**src/rtl/mac.sv**
```systemverilog
// Unsigned 16x16 multiply-accumulate into a 36-bit wrapping accumulator.
// The accumulator register drives the output directly, with single-cycle latency.
module mac (
    input  logic [15:0] A,
    input  logic [15:0] B,
    output logic [35:0] out,
    input  logic        clk,
    input  logic        reset
);

    logic [31:0] product_s;
    logic [35:0] acc_d;
    logic [35:0] acc_q;

    // Full-width product and next accumulator value; 4 guard bits, wraps mod 2^36
    always_comb begin
        product_s = {16'd0, A} * {16'd0, B};
        acc_d     = acc_q + {4'd0, product_s};
    end

    // Accumulator register; reset wins over accumulation on the same edge
    always_ff @(posedge clk) begin
        if (reset) begin
            acc_q <= 36'd0;
        end else begin
            acc_q <= acc_d;
        end
    end

    assign out = acc_q;

endmodule

```
**config.mk**
```make
export PLATFORM = sky130hd
export DESIGN_NAME = mac
export DESIGN_NICKNAME = d
export VERILOG_FILES = /design/src/rtl/mac.sv
export SDC_FILE = /design/constraint.sdc
export NUM_CORES = 1
export LEC_CHECK = 0
export ABC_AREA = 0
export ABC_CLOCK_PERIOD_IN_PS = 17600
export CAP_MARGIN = 5
export CORE_MARGIN = 5
export CORE_UTILIZATION = 40
export DETAILED_ROUTE_END_ITERATION = 12
export PLACE_DENSITY = 0.65
export SLEW_MARGIN = 0
export SYNTH_ARGS = -nofsm -noshare
export SYNTH_HDL_FRONTEND = slang
export SYNTH_SLANG_ARGS = --single-unit
```
**constraint.sdc**
```tcl
create_clock -name clk -period 17.6 [get_ports clk]
set_input_delay 4.4 -clock clk [delete_from_list [all_inputs] [get_ports clk]]
set_output_delay 4.4 -clock clk [all_outputs]
set_load 0.1 [all_outputs]
```
==> impl_metrics.json, run 1 <==
{
  "cts_tree": "built",
  "routedWlPerCell_um": 15.57,
  "syn-cell-area_um2": 10750,
  "areaGrowthSynthToFinish_pct": 10.46,
  "synth-main-ff-cell": "dfxtp_1",
  "yosysUniqueCellTypes": 50,
  "finalClockSkew_ns": 0.008128,
  "cpLargestDelayFamily": "adder cells",
  "crit_chain": "clkdlybuf4s50_1 -> nand2_1 -> fa_1 -> fa_1 -> fa_1 -> inv_1 -> fa_1 -> fa_1 -> inv_1 -> fa_1 -> inv_1 -> ha_1 -> nand2_1 -> or4_1 -> o21ai_2 -> a21boi_2 -> o31ai_2 -> mux2_1",
  "required_ns": 17.77,
  "ant_nets": 0,
  "yosys.area_share.simple": 0.1763,
  "drtIter0Drc": 507,
  "n_antenna_cell": 0,
  "async_reset_ff_frac": 0,
  "cts_buffer_depth": 2,
  "fillers": 2623,
  "hp-class": "reg2reg",
  "fmax_mhz": 93.65,
  "rows": 60,
  "ys_warn_count": 0,
  "cts_resized": 0,
  "synth_compound_area_frac": 0.05982,
  "hpwl_um": 21820,
  "register_area_um2": 720.7,
  "largest_reg_flops": 36,
  "grt.overflow.total": 0,
  "ys_ff_latch": 36,
  "worst_path_max_delay_cell": "clkdlybuf4s50_1",
  "clk_pin_slew_ns": 0.06,
  "path_class": "in2reg",
  "syn_area_per_cell_um2": 8.574,
  "numCtsBuffers": 5,
  "whs_endpoint": "out[35]",
  "synth_mux_area_frac": 0.004189,
  "synth_edf_count": 0,
  "die_h_um": 173.9,
  "cts_hold_buffers": 0,
  "core_area_um2": 26730,
  "crit_fanout": 16,
  "drc": 0,
  "rsz0062_at_grt": "false",
  "multi_input_area_um2": 8677,
  "r2r_cells": 16,
  "max_cap_violations": 0,
  "post-route-util": 0.4444,
  "min_from": "out[35]",
  "start_util": 0.4023,
  "ff2ff_setup_slack_ns": 12.77,
  "hold_ws_ns": 0.5750,
  "insertion_delay_ns": 0.29,
  "routabilityCongestion": 0.8749,
  "setup_viol": 0,
  "holdPathStages": 2,
  "crit_path_max_incr_delay_ns": 0.93,
  "yosys.area_share.adder": 0.5488,
  "vias_per_cell": 4.894,
  "antenna_found_initial": 0,
  "slew_headroom": 0.3100,
  "arrival_ns": 10.85,
  "nets": 1657,
  "netlist_instances": 1254,
  "drive_gt1_frac": 0.01630,
  "ys_seq_area_frac": 0.06703,
  "worstMarginPinSlew_ns": 1.032,
  "final_common_cell": "inv_1",
  "reg2reg_to": "out[29]",
  "io_pins": 70,
  "postPlaceCellArea_um2": 11710,
  "report.final.slew_viol_count": 0,
  "post-route-min-period_ns": 10.68,
  "synth_nets": 1624,
  "grt_max_degree": 43,
  "post_cts_buffers": 0,
  "worstPathBufferInverterCount": 4,
  "grtUsageTotal": 0.1748,
  "fin_area_um2": 11880,
  "totalWireLength_um": 25370,
  "grt_pass1_vias": 8574,
  "drtPass1Iterations": 5,
  "mostFrequentLayoutCells": "316 x inv_1, 226 x fa_1, 174 x nand2_1, 120 x and2_1, 110 x ha_1",
  "fin_tns_setup_ns": 0,
  "io_buffers": 69,
  "vias": 7972,
  "worstSetupEndpointType": "flop",
  "hold_viol_final": 0,
  "cts-root-buf": "clkbuf_16",
  "crit_top_cell": "fa_1",
  "worst_setup_path_start_kind": "input port",
  "status": "finished, final reports clean",
  "grt_pass1_wl_um": 43970,
  "cts_sinks": 36,
  "dieArea_um2": 30260,
  "h-tree-depth": 2,
  "fin_crit_sh": 0.6067,
  "synth_top_family_by_area": "adder cells",
  "synth_xor_xnor_area_share": 0.01792,
  "dieWidth_um": 173.9,
  "rr_startpoint": "out[9]"
}
cells in the mapped netlist (all sizes together) (5+ instances only):
cell | instances | area share
a211oi | 7 | 0.0049
a21o | 5 | 0.0035
a21oi | 37 | 0.018
and2 | 120 | 0.070
clkbuf | 41 | 0.014
dfxtp | 36 | 0.067
fa | 226 | 0.42
ha | 110 | 0.13
inv | 316 | 0.11
nand2 | 174 | 0.061
nand2b | 6 | 0.0035
nand3 | 6 | 0.0028
nand4 | 5 | 0.0029
nor2 | 53 | 0.019
nor2b | 10 | 0.0058
nor3 | 7 | 0.0033
o21a | 5 | 0.0035
o21ai | 22 | 0.011
xnor2 | 7 | 0.0057
xor2 | 15 | 0.012
tightest hold or removal path: stages, from the launching register on:
cell and delay, ns:
dfxtp_1 0.32, nor2_1 0.09, mux2_2 0.14
stage by stage:
step,worst slack (ns),cells
5_1_grt,6.665,1629
4_1_cts,6.934,1629
3_3_place_gp,6.739,1621
2_1_floorplan,7.822,1254
3_5_place_dp,6.721,1621
6_report,6.922,1629
cell families (layout without fill, tap and decap cells):
family,count (synthesis),in the layout
AO/OA/AOI/OAI,101,101
AND/OR/NAND/NOR,395,395
multiplexers,4,4
XOR/XNOR,22,22
flip-flops,36,36
adder cells (fa/ha/maj),336,336
buffers and inverters,360,394
layout make-up:
cell class / count / area share
tap: 341 / 0.03592
clock inverter: 3 / 0.003582
multi-input combinational: 858 / 0.7306
sequential: 36 / 0.06068
timing repair buffer: 70 / 0.05879
inverter: 316 / 0.09987
clock buffer: 5 / 0.01054
per-layer routing:
| layer | share of wire | global-route usage | vias up |
|---|---|---|---|
| met2 | 0.47 | 0.2911 | 185 |
| met5 | 0 | 0 | - |
| met4 | 0.0072 | 0.02342 | 0 |
| met3 | 0.043 | 0.01762 | 11 |
| li1 | - | - | 3770 |
| met1 | 0.48 | 0.2552 | 4006 |
worst max-delay path by stage:
stage / startpoint / endpoint / slack [ns] / cells past startpoint
after floorplan: B[1] / out[29] / 7.82 / 19
after global placement: A[7] / out[22] / 6.74 / 20
after detailed placement: A[11] / out[29] / 6.72 / 18
after CTS: A[11] / out[29] / 6.93 / 18
after global routing: B[7] / out[29] / 6.67 / 20
final: A[11] / out[29] / 6.92 / 18
Power of run 1 is left out: the tool's default activity adds up to more than one toggle a clock period on the data nets, which glitch-free logic cannot reach.
==> inputs of run 2 (changes only) <==
- ABC_CLOCK_PERIOD_IN_PS: 17600 -> 11170
- clock period: 17.6 -> 11.17 ns (I/O delays scaled with it)
==> impl_metrics.json, run 2 (synthesized netlist as in run 1, its figures left out) <==
{
  "status": "finished, final reports clean",
  "routabilityCongestion": 0.8743,
  "cts_hold_buffers": 0,
  "arrival_ns": 9.21,
  "grtUsageTotal": 0.1759,
  "worst_path_max_delay_cell": "clkdlybuf4s50_1",
  "cpLargestDelayFamily": "adder cells",
  "totalWireLength_um": 25220,
  "core_area_um2": 26730,
  "drtPass1Iterations": 6,
  "rows": 60,
  "worstMarginPinSlew_ns": 1.037,
  "start_util": 0.4023,
  "finalClockSkew_ns": 0.007685,
  "insertion_delay_ns": 0.28,
  "worstSetupEndpointType": "flop",
  "post-route-min-period_ns": 9.055,
  "ff2ff_setup_slack_ns": 6.37,
  "whs_endpoint": "out[35]",
  "nets": 1657,
  "hpwl_um": 21780,
  "n_antenna_cell": 0,
  "routedWlPerCell_um": 15.48,
  "vias_per_cell": 4.872,
  "dr_wl_met2_um": 11590,
  "h-tree-depth": 2,
  "worst_setup_path_start_kind": "input port",
  "drive_gt1_frac": 0.01553,
  "grt_max_degree": 43,
  "cts-root-buf": "clkbuf_16",
  "required_ns": 11.33,
  "grt_pass1_vias": 8645,
  "crit_chain": "clkdlybuf4s50_1 -> and2_1 -> fa_1 -> inv_1 -> fa_1 -> fa_1 -> fa_1 -> inv_1 -> fa_1 -> inv_1 -> fa_1 -> inv_1 -> ha_1 -> a21oi_1 -> o22ai_1 -> nor4_1 -> a21oi_1 -> a211oi_1 -> xor2_1 -> nor2_1",
  "reg2reg_to": "out[22]",
  "top_layer": "met4",
  "met1_length_um": 12160,
  "max_cap_violations": 0,
  "final_common_cell": "inv_1",
  "die_h_um": 173.9,
  "areaGrowthSynthToFinish_pct": 10.43,
  "grt_pass1_wl_um": 44220,
  "vias": 7937,
  "antenna_found_initial": 0,
  "min_from": "out[35]",
  "r2r_cells": 16,
  "dieWidth_um": 173.9,
  "slew_headroom": 0.3066,
  "rr_startpoint": "out[15]",
  "largest_reg_flops": 36,
  "cts_sinks": 36,
  "fin_crit_sh": 0.8107,
  "clk_pin_slew_ns": 0.06,
  "rsz0062_at_grt": "false",
  "post_cts_buffers": 0,
  "crit_fanout": 16,
  "io_pins": 70,
  "fmax_mhz": 110.4,
  "crit_path_max_incr_delay_ns": 0.79,
  "crit_top_cell": "fa_1",
  "drtIter0Drc": 369,
  "numCtsBuffers": 5,
  "fin_area_um2": 11870,
  "cts_tree": "built",
  "drc": 0,
  "cts_buffer_depth": 2,
  "grt.overflow.total": 0,
  "postPlaceCellArea_um2": 11710,
  "holdPathStages": 2,
  "hold_viol_final": 0,
  "worstPathBufferInverterCount": 5,
  "stdcell_count": 1629,
  "setup_viol": 0,
  "report.final.slew_viol_count": 0,
  "fin_tns_setup_ns": 0,
  "dpl.cell_count": 1621,
  "cts_resized": 0,
  "wl_met3_um": 1180,
  "dieArea_um2": 30260,
  "ant_nets": 0,
  "hp-class": "reg2reg",
  "hold_ws_ns": 0.5692,
  "mostFrequentLayoutCells": "316 x inv_1, 226 x fa_1, 174 x nand2_1, 120 x and2_1, 110 x ha_1",
  "path_class": "in2reg",
  "io_buffers": 69
}
run 2: cell count changes in the layout (fill, tap and decap cells not counted):
cell        change
clkbuf_1        +1
clkinvlp_4      -1
run 2: worst register-to-register path: stages (launching register included):
cell and delay [ns]:
dfxtp_1 0.38, inv_1 0.09, fa_1 0.53, inv_1 0.05, fa_1 0.49, inv_1 0.06, fa_1 0.49, fa_1 0.52
inv_1 0.06, ha_1 0.36, a21oi_1 0.35, nor2_1 0.09, nor4_1 0.39, a21oi_1 0.20, a211oi_1 0.38, xor2_1 0.19
nor2_1 0.06
run 2: metrics by stage:
step	utilization	setup slack (ns)
2_1_floorplan	-	3.000
3_3_place_gp	0.4381	1.917
3_5_place_dp	0.4381	1.870
4_1_cts	0.4442	2.152
5_1_grt	0.4442	1.842
6_report	0.4442	2.115
run 2: how the worst max path moves through the flow:
stage | end | slack (ns) | cells past startpoint | start
final | out[22] | 2.11 | 20 | A[7]
after floorplan | out[29] | 3.00 | 19 | B[1]
after CTS | out[29] | 2.15 | 18 | A[11]
after detailed placement | out[29] | 1.87 | 18 | A[11]
after global routing | out[29] | 1.84 | 18 | A[11]
after global placement | out[22] | 1.92 | 20 | A[7]
run 2: per-layer routing:
metal / up-vias / global-route usage
met2: 203 / 0.2883
met3: 21 / 0.02197
li1: 3767 / -
met1: 3946 / 0.2555
met4: 0 / 0.02969
met5: - / 0
run 2: cell type report:
| cell class | count | area, um2 |
|---|---|---|
| inverters | 316 | 1186 |
| multi-input cells | 858 | 8677 |
| well taps | 341 | 426.7 |
| clock buffers | 6 | 128.9 |
| flip-flops and latches | 36 | 720.7 |
| repair buffers | 70 | 698.2 |
| clock inverters | 2 | 35.03 |
| fillers | 2668 | 14850 |
Power of run 2 is left out for the same reason.
==> inputs of run 3 (changes only) <==
- ABC_CLOCK_PERIOD_IN_PS: 11170 -> 8800
- clock period: 11.17 -> 8.8 ns (I/O delays scaled with it)
==> impl_metrics.json, run 3 (synthesized netlist as in run 1, its figures left out) <==
{
  "status": "finished, final reports clean",
  "start_util": 0.4023,
  "die_h_um": 173.9,
  "min_from": "out[35]",
  "report.final.slew_viol_count": 0,
  "drtIter0Drc": 500,
  "grt.overflow.total": 0,
  "routabilityCongestion": 0.8558,
  "max_cap_violations": 0,
  "grtUsageTotal": 0.1779,
  "cts_tree": "built",
  "h-tree-depth": 2,
  "hold_viol_final": 0,
  "largest_reg_flops": 36,
  "nets": 1686,
  "grt_max_degree": 43,
  "path_class": "in2reg",
  "cts-root-buf": "clkbuf_16",
  "antenna_found_initial": 0,
  "final_common_cell": "inv_1",
  "drive_gt1_frac": 0.03797,
  "worst_setup_path_start_kind": "input port",
  "rsz0062_at_grt": "false",
  "crit_fanout": 16,
  "arrival_ns": 8.53,
  "worstSetupEndpointType": "flop",
  "cts_hold_buffers": 0,
  "dieArea_um2": 30260,
  "io_pins": 70,
  "multi_input_area_um2": 8677,
  "drtPass1Iterations": 5,
  "slew_headroom": 0.3073,
  "fillers": 2601,
  "fin_tns_setup_ns": 0,
  "rr_startpoint": "out[11]",
  "worstMarginPinSlew_ns": 1.036,
  "post-route-util": 0.4525,
  "routedWlPerCell_um": 15.33,
  "core_area_um2": 26730,
  "numCtsBuffers": 5,
  "mostFrequentLayoutCells": "316 x inv_1, 226 x fa_1, 174 x nand2_1, 120 x and2_1, 110 x ha_1",
  "grt_pass1_wl_um": 44700,
  "dieWidth_um": 173.9,
  "hpwl_um": 22610,
  "grt_pass1_vias": 8811,
  "critPathLaunch": "A[6]",
  "cts_buffer_depth": 2,
  "post_cts_buffers": 0,
  "drc": 0,
  "post-route-min-period_ns": 8.361,
  "fmax_mhz": 119.6,
  "cts_sinks": 36,
  "n_antenna_cell": 0,
  "hp-class": "reg2reg",
  "vias": 8026,
  "io_buffers": 69,
  "ant_nets": 0,
  "fin_crit_sh": 0.9501,
  "totalWireLength_um": 25420,
  "rows": 60,
  "required_ns": 8.97,
  "insertion_delay_ns": 0.29,
  "cts_resized": 0,
  "hold_ws_ns": 0.5700,
  "register_area_um2": 720.7,
  "setup_viol": 0,
  "clk_pin_slew_ns": 0.07,
  "areaGrowthSynthToFinish_pct": 12.49,
  "vias_per_cell": 4.841,
  "finalClockSkew_ns": 0.01073
}
[run 3: worst max-delay path, stage by stage]
cell	delay (ns)
clkdlybuf4s50_1	0.78
and2_1	0.37
fa_1	0.51
inv_1	0.05
fa_1	0.46
fa_1	0.50
fa_1	0.55
inv_1	0.06
fa_1	0.48
inv_1	0.05
fa_1	0.53
inv_1	0.06
ha_1	0.35
a21oi_1	0.20
o22ai_1	0.14
nor4_1	0.43
a21oi_1	0.21
a211oi_1	0.35
xor2_1	0.18
nor2_1	0.05
[run 3: metrics by stage]
stage / instances / cell area [um2] / setup WS, ns
2_1_floorplan: 1254 / 10750 / 1.222
6_report: 1658 / 12090 / 0.4393
4_1_cts: 1658 / 12090 / 0.4137
3_5_place_dp: 1650 / 11930 / 0.1500
3_3_place_gp: 1650 / 11930 / 0.1717
5_1_grt: 1658 / 12090 / 0.1439
[run 3: worst paths after layout]
check | endpoint | slack [ns] | cells past startpoint
min reg2reg | out[35] | 0.57 | 2
max | out[22] | 0.44 | 20
min | out[35] | 0.57 | 2
max reg2reg | out[22] | 4.04 | 16
[run 3: layout make-up]
| cell class | count | area share |
|---|---|---|
| Multi-Input combinational cell | 858 | 0.7175 |
| Sequential cell | 36 | 0.05959 |
| Tap cell | 341 | 0.03528 |
| Inverter | 316 | 0.09808 |
| Clock inverter | 3 | 0.003517 |
| Timing Repair Buffer | 99 | 0.07573 |
| Clock buffer | 5 | 0.01035 |
[run 3: layer usage]
metal / wire length, um / GRT usage / up-vias
li1: - / - / 3825
met1: 12120 / 0.2568 / 4018
met2: 12010 / 0.2955 / 165
met3: 987 / 0.01827 / 18
met4: 295 / 0.03200 / 0
met5: 0 / 0 / -
Power of run 3 is left out for the same reason.
